**config.mk**
```make
export PLATFORM = sky130hd
export DESIGN_NAME = uart_xmit_arb
export DESIGN_NICKNAME = d
export VERILOG_FILES = /design/src/rtl/uart_xmit_arb.sv
export SDC_FILE = /design/constraint.sdc
export NUM_CORES = 1
export LEC_CHECK = 0
export BUFFER_PORTS_ARGS = -buffer_cell sky130_fd_sc_hd__buf_4
export CAP_MARGIN = 20
export CORE_UTILIZATION = 30
export DETAILED_ROUTE_END_ITERATION = 6
export GPL_TIMING_DRIVEN = 1
export SLEW_MARGIN = 20
export SYNTH_ARGS = -nofsm -noshare
export SYNTH_HDL_FRONTEND = slang
export SYNTH_SLANG_ARGS = --single-unit
```
**constraint.sdc**
```tcl
create_clock -name sys_clk -period 2.4 [get_ports sys_clk]
set_clock_uncertainty 0.15 [all_clocks]
set_input_delay 0.48 -clock sys_clk [delete_from_list [all_inputs] [get_ports sys_clk]]
set_output_delay 0.48 -clock sys_clk [all_outputs]
set_load 0.05 [all_outputs]
```
**src/rtl/uart_xmit_arb.sv**
```systemverilog
// Two-requester arbiter/sequencer in front of the shared UART byte transmitter.
// Define UART_ARB_RR_EN for round-robin tie-breaking; otherwise requester 0 wins every tie.
module uart_xmit_arb #(
  parameter int unsigned     TO_W           = 10,
  parameter logic [TO_W-1:0] TIMEOUT_CYCLES = 10'd400
) (
  input  logic       sys_clk,
  input  logic       sys_rst_l,
  input  logic       req0H,
  input  logic [7:0] data0H,
  output logic       ack0H,
  input  logic       req1H,
  input  logic [7:0] data1H,
  output logic       ack1H,
  output logic       xmitH,
  output logic [7:0] xmit_dataH,
  input  logic       xmit_doneH,
  output logic       busyH,
  output logic       gnt_idH,
  output logic       err_toH
);

  typedef enum logic [1:0] {S_IDLE, S_LOAD, S_START, S_WAIT} state_e;

  localparam logic [TO_W-1:0] TO_LAST = TIMEOUT_CYCLES - TO_W'(1);

  state_e          state_q, state_d;
  logic [TO_W-1:0] cnt_q, cnt_d;
  logic [7:0]      data_q, data_d;
  logic            gnt_q, gnt_d;
  logic            ack0_q, ack0_d, ack1_q, ack1_d;
  logic            xmit_q, xmit_d, busy_q, busy_d, err_q, err_d;
  logic            win1;

`ifdef UART_ARB_RR_EN
  // last_q holds the id granted most recently; reset to 1 so requester 0 takes the first tie
  logic last_q, last_d;
  always_comb win1 = (req0H && req1H) ? ~last_q : req1H;
`else
  always_comb win1 = req1H && !req0H;
`endif

  // Registered outputs are decoded from the next state, so each pulse lines up with its state.
  always_comb begin
    state_d = state_q;
    cnt_d   = cnt_q;
    data_d  = data_q;
    gnt_d   = gnt_q;
    ack0_d  = 1'b0;
    ack1_d  = 1'b0;
    xmit_d  = 1'b0;
    err_d   = 1'b0;
`ifdef UART_ARB_RR_EN
    last_d  = last_q;
`endif
    case (state_q)
      S_IDLE: begin
        if (req0H || req1H) begin
          state_d = S_LOAD;
          gnt_d   = win1;
          data_d  = win1 ? data1H : data0H;
          ack0_d  = ~win1;
          ack1_d  = win1;
`ifdef UART_ARB_RR_EN
          last_d  = win1;
`endif
        end
      end
      S_LOAD: begin
        state_d = S_START;
        xmit_d  = 1'b1;
      end
      S_START: begin
        state_d = S_WAIT;
        cnt_d   = '0;
      end
      S_WAIT: begin
        // done wins over a timeout expiring in the same cycle
        if (xmit_doneH) begin
          state_d = S_IDLE;
        end else if ((TIMEOUT_CYCLES != '0) && (cnt_q == TO_LAST)) begin
          state_d = S_IDLE;
          err_d   = 1'b1;
        end else if (cnt_q != '1) begin
          cnt_d = cnt_q + TO_W'(1);
        end
      end
      default: state_d = S_IDLE;
    endcase
    busy_d = (state_d != S_IDLE);
  end

  always_ff @(posedge sys_clk or negedge sys_rst_l) begin
    if (!sys_rst_l) begin
      state_q <= S_IDLE;
      cnt_q   <= '0;
      data_q  <= 8'h00;
      gnt_q   <= 1'b0;
      ack0_q  <= 1'b0;
      ack1_q  <= 1'b0;
      xmit_q  <= 1'b0;
      busy_q  <= 1'b0;
      err_q   <= 1'b0;
    end else begin
      state_q <= state_d;
      cnt_q   <= cnt_d;
      data_q  <= data_d;
      gnt_q   <= gnt_d;
      ack0_q  <= ack0_d;
      ack1_q  <= ack1_d;
      xmit_q  <= xmit_d;
      busy_q  <= busy_d;
      err_q   <= err_d;
    end
  end

`ifdef UART_ARB_RR_EN
  always_ff @(posedge sys_clk or negedge sys_rst_l) begin
    if (!sys_rst_l) last_q <= 1'b1;
    else            last_q <= last_d;
  end
`endif

  assign ack0H      = ack0_q;
  assign ack1H      = ack1_q;
  assign xmitH      = xmit_q;
  assign xmit_dataH = data_q;
  assign busyH      = busy_q;
  assign gnt_idH    = gnt_q;
  assign err_toH    = err_q;

endmodule
```
==> flow_summary.ini, run 1 <==
[run_status]
run_status = finished clean

[final_layout]
final_net_count = 186
area.sequential_um2 = 651
multi_input_comb_area_um2 = 598
final.fill_count = 397
share_of_post_route_cells_with_drive_strength_above_1_pct = 29.4
diodes = 0
area_added_between_synthesis_and_finish_pct = 31.7

[power_and_ir_drop]
largest_voltage_drop_on_the_vdd_net_mv = 0.503
pwr_density_cell_nw_per_um2 = 1170
static-leakage-power_nw = 0.796

[die]
chipHeight_um = 67.4
ioPinCount = 35
die-area_um2 = 4540
num_rows = 23
floorplan.initialDensity_pct = 31.6
die_x_um = 67.4
floorplan.core_area_um2 = 4060

[timing]
post-route-period-util_pct = 93.5
hold_viol_final = 0
final_max_slew_viol_count = 0
timing.slew.headroom_pct = 63.4
fin_worst_hold_slack_ns = 0.226
setup-tns-final_ns = 0
max_clock_freq_ghz = 0.446
finalSetupViolCount = 0
period_needed_ns = 2.24
tightest_slew_ns = 0.548
rsz_0062_raised_after_global_routing = no

[drt]
routed-via-count = 1095
post_route_ant_nets = 0
detail_route.vias_per_cell = 5.14
drc_violation_count_after_routing = 0
initialDrtViolationCount = 63
dr.pass1.iters = 4
detail_route.wirelength_mm = 2.78
wl_per_cell_um = 13.1

[logic_synthesis]
yosysTopAreaCell = dfrtp_1
synth.lib_cells_used.distinct = 31
syn_area_um2 = 1280
post_synth_inst_count = 125
synth.avg_cell_area_um2 = 10.3
synth-seq-cells = 26
post-synth-top-area-fraction_pct = 50.7
yosys-top-cells-area = dfrtp_1 (51%), mux2i_1 (6.2%), nand2_1 (4.7%)
proportion_of_synthesized_chip_area_in_sequential_cells_pct = 50.7
synth.net_count = 147
yosysWarnings = 0

[global_routing]
grt_use_total_pct = 13.7
grt_start_max_net_pins = 27
number_of_antenna_violations_at_the_first_check_in_global_routing = 0
via_count_of_the_first_global_routing_pass = 1102
grt_remaining_overflow = 0
grt_pass1_wl_mm = 4.70

[clock_tree]
cts.root.buffer_cell = clkbuf_8
tritoncts_clock_tree = done
cts_num_sinks = 26
postCtsSetupBuffers = 0
clk_pin_slew_ns = 0.09
skew_pair_late_insertion_delay_ns = 0.27
cts_buffer_depth = 2
htree_levels = 1
tritoncts.num_buffers = 3
cts_hold_buffers = 1
cts_resized = 0

[setup_path]
worst-setup-path-type = reg2reg
worst_path_dominant_cell_family = simple AND/OR/NAND/NOR gates
critical_path.cell_chain = or4b_4, o311ai_4, nor2_2, mux2_4
critPathArrivalTime_ns = 2.26
crit_buf_inv = 0
critPathSlowestCell = or4b_4
worstPathRequired_ns = 2.41
start_kind = flop
crit_path_end_kind = flop
worst_path_largest_cell_delay_ns = 0.58
crit_path_max_fanout = 12

[placement]
dpl.hpwl_mm = 2.09
routabilityCongestion = 0.883
port_buffers = 34

[min_path]
min_path_type = in2reg

[run]
maxcap_violations = 0
## sequential cells by signal, indices dropped and copies added, names as in the netlist
| name | cells |
|---|---|
| ack1H | 1 |
| err_toH | 1 |
| cnt_q | 10 |
| xmitH | 1 |
| gnt_idH | 1 |
| xmit_dataH | 8 |
| state_q | 2 |
| busyH | 1 |
| ack0H | 1 |
## cell usage in the layout (no fill, tap or decap), types with 2 or more instances in the layout
master / n
buf_4: 39
dfrtp_1: 26
nand2_1: 16
o21ai_0: 9
mux2i_1: 8
o31ai_1: 7
a21oi_1: 7
nor2_1: 5
nand2b_1: 4
nand4_1: 4
nand3_1: 4
or4_1: 4
nor2b_1: 3
clkbuf_8: 3
o21ai_1: 2
and3_1: 2
and2_1: 2
and4_1: 2
a21o_1: 2
## cell families after synthesis
kind of cell               count (synthesis)  share of synthesized area, %
adders and majority gates                  1                         0.975
buffers and inverters                      7                          2.63
DFF                                       26                          50.7
and+or+nand+nor                           50                          21.3
AOI/OAI and AO/OA                         32                          17.0
muxes                                      9                          7.41
## metal layers
layer | GRT usage, % | wire [µm] | vias to the layer above
met5 | 0 | 0 | -
met4 | 6.12 | 57 | 0
met3 | 2.87 | 219 | 9
met2 | 22.3 | 1260 | 61
met1 | 17.4 | 1240 | 489
li1 | - | - | 536
## path summary, 6_finish.rpt
| check | cells after the start | to | slack, ns | startpoint |
|---|---|---|---|---|
| max | 4 | cnt_q[0] | 0.16 | cnt_q[4] |
| min | 2 | err_toH | 0.23 | xmit_doneH |
| max reg2reg | 4 | cnt_q[0] | 0.16 | cnt_q[4] |
| min reg2reg | 1 | gnt_idH | 0.34 | gnt_idH |
| max in group asynchronous | 2 | xmit_dataH[7] | 1.35 | sys_rst_l |
| min in group asynchronous | 2 | cnt_q[5] | 0.50 | sys_rst_l |
## synthesized netlist by cell type
master    instances
dfrtp_1          26
or4b_4            1
clkbuf_1          5
mux2_4            1
o21ai_0           9
nand3_1           4
buf_6             1
o311ai_4          1
a31o_2            1
and2_1            2
o31ai_1           7
o21ai_1           2
mux2i_1           8
nor2_1            5
a21oi_1           7
ha_1              1
a31oi_1           1
nand2b_1          4
and4_1            2
nor2b_1           3
inv_1             1
nand4_1           4
or3_1             1
and3_1            2
nor2_2            1
a211o_1           1
o311a_1           1
or4_1             4
a21o_1            2
nor4_1            1
nand2_1          16
## layout make-up
class	instances	share of cell area (%)
clock buffers	3	2.44
flip-flops and latches	26	38.5
well taps	50	3.70
multi-input cells	92	35.4
clock inverters	1	1.78
inverters	1	0.222
repair buffers	40	17.9
## where the power goes
part	switching [mW]	internal, mW	leakage [nW]	total, mW
Clock	0.135	0.223	0.0357	0.358
Sequential	0.124	0.570	0.338	0.694
Combinational	0.609	0.315	0.422	0.923
Total	0.867	1.11	0.796	1.98
## through the flow
step	util [%]	std cells	setup WS (ns)	total power, mW	area (µm²)
3_5_place_dp	39.4	207	0.176	1.62	1600
3_3_place_gp	39.4	207	0.209	1.61	1600
5_1_grt	41.6	213	0.0477	2.10	1690
4_1_cts	41.4	212	0.163	1.99	1680
6_report	41.6	213	0.157	1.98	1690
2_1_floorplan	-	125	0.395	1.33	1280
Power figures use the tool's default switching activity.
==> run 2: changes to the inputs <==
Settings changed: CAP_MARGIN 20 to 10, CORE_UTILIZATION 30 to 51, PLACE_DENSITY from default to 0.78.
Clock period 2.4 ns to 2.5 ns, I/O delays scaled along.
==> flow_summary.ini, run 2 (same netlist as run 1, synthesis figures left out) <==
[run_status]
run_status = finished clean

[final_layout]
leading_cell_types_in_the_layout_fill_and_taps_excluded = buf_4 (38), dfrtp_1 (26), nand2_1 (16)
top_register = cnt_q
final_core_utilization_pct = 71.2
instances_no_fill = 190
area.sequential_um2 = 651
area_added_between_synthesis_and_finish_pct = 27.5
layout.cell_area.non_filler_um2 = 1640
multi_input_comb_area_um2 = 598
final_net_count = 185
final.fill_count = 159
largest_reg_flops = 10
diodes = 0
share_of_post_route_cells_with_drive_strength_above_1_pct = 29.0
layout_commonest_cell = buf_4

[global_routing]
via_count_of_the_first_global_routing_pass = 1005
number_of_antenna_violations_at_the_first_check_in_global_routing = 0
grt_start_max_net_pins = 27
grt_remaining_overflow = 0
grt_pass1_wl_mm = 4.73
grt_use_total_pct = 23.6

[timing]
period_needed_ns = 2.35
fin_worst_hold_slack_ns = 0.174
setup-tns-final_ns = 0
timing.slew.headroom_pct = 58.1
max_clock_freq_ghz = 0.425
tightest_slew_ns = 0.627
post-route-period-util_pct = 94.1
rsz_0062_raised_after_global_routing = no
finalSetupViolCount = 0
hold_viol_final = 0
setup_slack_ns = 0.147
final_max_slew_viol_count = 0

[placement]
routabilityCongestion = 0.947
dpl.hpwl_mm = 2.06
place_ws_ns = 0.198
port_buffers = 34
detailed_place.area_um2 = 1570
dp.cells = 185

[drt]
post_route_ant_nets = 0
drc_violation_count_after_routing = 0
dr.pass1.iters = 4
initialDrtViolationCount = 46
wl_per_cell_um = 15.2
detail_route.wirelength_mm = 2.89
detail_route.vias_per_cell = 5.77
routed-via-count = 1097

[setup_path]
worst-setup-path-type = reg2reg
worst_path_largest_cell_delay_ns = 0.60
critPathSlowestCell = o311ai_4
crit_path_max_fanout = 15
critPathArrivalTime_ns = 2.44
start_kind = flop
crit_path_end_kind = flop
critical_path.cell_chain = or4b_4, o311ai_4, nor2_2, mux2_4
worstPathRequired_ns = 2.59

[die]
die-area_um2 = 2720
chipHeight_um = 52.1
num_rows = 17
floorplan.initialDensity_pct = 55.8
floorplan.core_area_um2 = 2300
die_x_um = 52.1
ioPinCount = 35

[clock_tree]
tritoncts_clock_tree = done
cts_buffer_depth = 2
tritoncts.num_buffers = 3
cts.root.buffer_cell = clkbuf_4
cts_hold_buffers = 1
cts_resized = 0
htree_levels = 1
postCtsSetupBuffers = 0
skew_pair_late_insertion_delay_ns = 0.33
clk_pin_slew_ns = 0.15
cts_num_sinks = 26

[min_path]
min_path_type = in2reg

[run]
maxcap_violations = 0

[power_and_ir_drop]
largest_voltage_drop_on_the_vdd_net_mv = 0.716
pwr_density_cell_nw_per_um2 = 1130
static-leakage-power_nw = 0.783
power.total_mw = 1.84
run 2: changes by cell type in the layout (fill, tap and decap cells not counted):
cell and delta:
buf_4 -1, clkbuf_8 -3, clkbuf_4 +3
run 2: per-layer routing:
metal | track usage, % | up-vias | part of all wire, %
li1 | - | 538 | -
met1 | 33.2 | 504 | 44
met2 | 38.5 | 51 | 49
met3 | 2.92 | 4 | 5.4
met4 | 6.14 | 0 | 1.1
met5 | 0 | - | 0
run 2: area by class of cell:
class / count / share of cell area [%]
Timing Repair Buffer: 39 / 18.1
Sequential cell: 26 / 39.8
Clock buffer: 3 / 1.38
Tap cell: 28 / 2.14
Multi-Input combinational cell: 92 / 36.6
Inverter: 1 / 0.230
Clock inverter: 1 / 1.84
run 2: worst paths after layout:
path / to / slack (ns) / from / depth (start not counted)
max: cnt_q[0] / 0.15 / cnt_q[4] / 4
min: err_toH / 0.17 / xmit_doneH / 2
max reg2reg: cnt_q[0] / 0.15 / cnt_q[4] / 4
min reg2reg: xmit_dataH[3] / 0.35 / xmit_dataH[3] / 2
max in group asynchronous: xmit_dataH[7] / 1.50 / sys_rst_l / 2
min in group asynchronous: cnt_q[2] / 0.45 / sys_rst_l / 2
run 2: worst max-delay path: cells and delay by family (launching register included):
kind	cells	cell delay, ns
AND/OR/NAND/NOR	2	0.73
multiplexers	1	0.32
AO/OA/AOI/OAI	1	0.60
flip-flops	1	0.46
run 2: report_power, final:
group | total [mW] | internal [mW] | switching, mW
Combinational | 0.888 | 0.300 | 0.588
Clock | 0.297 | 0.162 | 0.135
Sequential | 0.654 | 0.546 | 0.108
==> run 3: changes to the inputs <==
Settings changed: CORE_UTILIZATION 51 to 50, PLACE_DENSITY 0.78 to 0.77.
==> flow_summary.ini, run 3 (same netlist as run 1, synthesis figures left out) <==
[timing]
final_max_slew_viol_count = 0
post-route-period-util_pct = 90.4
hold_viol_final = 0
max_clock_freq_ghz = 0.443
period_needed_ns = 2.26
setup-tns-final_ns = 0
timing.slew.headroom_pct = 62.5
tightest_slew_ns = 0.561
rsz_0062_raised_after_global_routing = no
finalSetupViolCount = 0

[die]
die_x_um = 52.6
floorplan.core_area_um2 = 2320
chipHeight_um = 52.6
ioPinCount = 35
floorplan.initialDensity_pct = 55.3
die-area_um2 = 2770
num_rows = 17

[final_layout]
top_register = cnt_q
area_added_between_synthesis_and_finish_pct = 25.2
instances_no_fill = 189
final_core_utilization_pct = 69.2
layout_commonest_cell = buf_4
diodes = 0
final_net_count = 185
leading_cell_types_in_the_layout_fill_and_taps_excluded = buf_4 (38), dfrtp_1 (26), nand2_1 (16)
layout.cell_area.non_filler_um2 = 1610
largest_reg_flops = 10
share_of_post_route_cells_with_drive_strength_above_1_pct = 28.6

[clock_tree]
tritoncts_clock_tree = done
postCtsSetupBuffers = 0
skew_pair_late_insertion_delay_ns = 0.31
htree_levels = 1
cts_num_sinks = 26
cts_buffer_depth = 2
clk_pin_slew_ns = 0.13
cts.root.buffer_cell = clkbuf_4
tritoncts.num_buffers = 3

[min_path]
holdCritStartpoint = xmit_doneH
min_path_type = in2reg
whs_endpoint = err_toH
hold_path_depth = 2

[global_routing]
grt_pass1_wl_mm = 4.36
grt_start_max_net_pins = 27
number_of_antenna_violations_at_the_first_check_in_global_routing = 0
grt_use_total_pct = 21.6
via_count_of_the_first_global_routing_pass = 1017
grt_remaining_overflow = 0

[placement]
port_buffers = 34
dp.cells = 185
routabilityCongestion = 0.952
detailed_place.area_um2 = 1570
dpl.hpwl_mm = 1.98

[power_and_ir_drop]
power.total_mw = 1.71
static-leakage-power_nw = 0.769
largest_voltage_drop_on_the_vdd_net_mv = 0.771
pwr_density_cell_nw_per_um2 = 1060

[setup_path]
critPathArrivalTime_ns = 2.32
cells_on_worst_reg2reg_path = 4
regToRegStartpoint = cnt_q[4]
crit-reg2reg-capture = cnt_q[0]
worst_path_largest_cell_delay_ns = 0.58
start_kind = flop
worstPathRequired_ns = 2.56
critical_path.cell_chain = or4b_4, o311ai_4, nor2_2, mux2_4
crit_path_end_kind = flop
worst-setup-path-type = reg2reg
critPathSlowestCell = or4b_4
setup.reg_to_reg.worst_slack_ns = 0.24
crit_buf_inv = 0
worst_path_dominant_cell_family = simple AND/OR/NAND/NOR gates
crit_path_max_fanout = 12

[drt]
initialDrtViolationCount = 21
post_route_ant_nets = 0
detail_route.vias_per_cell = 5.77
routed-via-count = 1090
detail_route.wirelength_mm = 2.59
drc_violation_count_after_routing = 0
wl_per_cell_um = 13.7
dr.pass1.iters = 4

[run_status]
run_status = finished clean

[run]
maxcap_violations = 0
[run 3: cell count changes in the layout (fill, tap and decap cells not counted)]
cell,before,now
bufinv_16,1,0
[run 3: worst max-delay path by stage]
stage,startpoint,to,slack (ns),cells past startpoint
6_report,cnt_q[4],cnt_q[0],0.24,4
5_1_grt,cnt_q[1],cnt_q[7],0.15,6
4_1_cts,cnt_q[4],cnt_q[0],0.24,4
3_5_place_dp,cnt_q[4],cnt_q[0],0.27,4
3_3_place_gp,cnt_q[4],cnt_q[0],0.33,4
2_1_floorplan,cnt_q[4],cnt_q[0],0.50,4
[run 3: stage by stage]
stage / setup slack (ns) / hold slack (ns)
final: 0.241 / 0.193
after global routing: 0.150 / 0.183
after CTS: 0.243 / 0.183
after detailed placement: 0.272 / 0.275
after global placement: 0.325 / 0.272
after floorplan: 0.495 / 0.0544
[run 3: cell type report]
cell class,instances,area [µm²]
multi-input cells,92,598
well taps,28,35.0
clock buffers,3,22.5
flip-flops and latches,26,651
inverters,1,3.75
fillers,187,713
repair buffers,39,295
[run 3: routing by layer]
layer  vias to the layer above  GRT usage [%]  wire, µm
met5                         -              0         0
met4                         0           5.70        16
met3                         2           6.09       108
met2                        34           35.4      1330
met1                       519           27.7      1130
li1                        535              -         -
[run 3: timing repair]
item,CTS,global route
endpoints found under the hold margin,26,0
resized for setup,0,0
hold buffers,1,0
[run 3: report_power, final]
part	internal [mW]	switching [mW]	total [mW]
Clock	0.0563	0.112	0.168
Combinational	0.301	0.582	0.883
Sequential	0.546	0.111	0.658
[run 3: worst reg2reg max path: cells and delay by family (launching register included)]
family | cells | cell delay (ns)
compound gates | 1 | 0.55
flops | 1 | 0.44
mux | 1 | 0.31
simple gates | 2 | 0.72
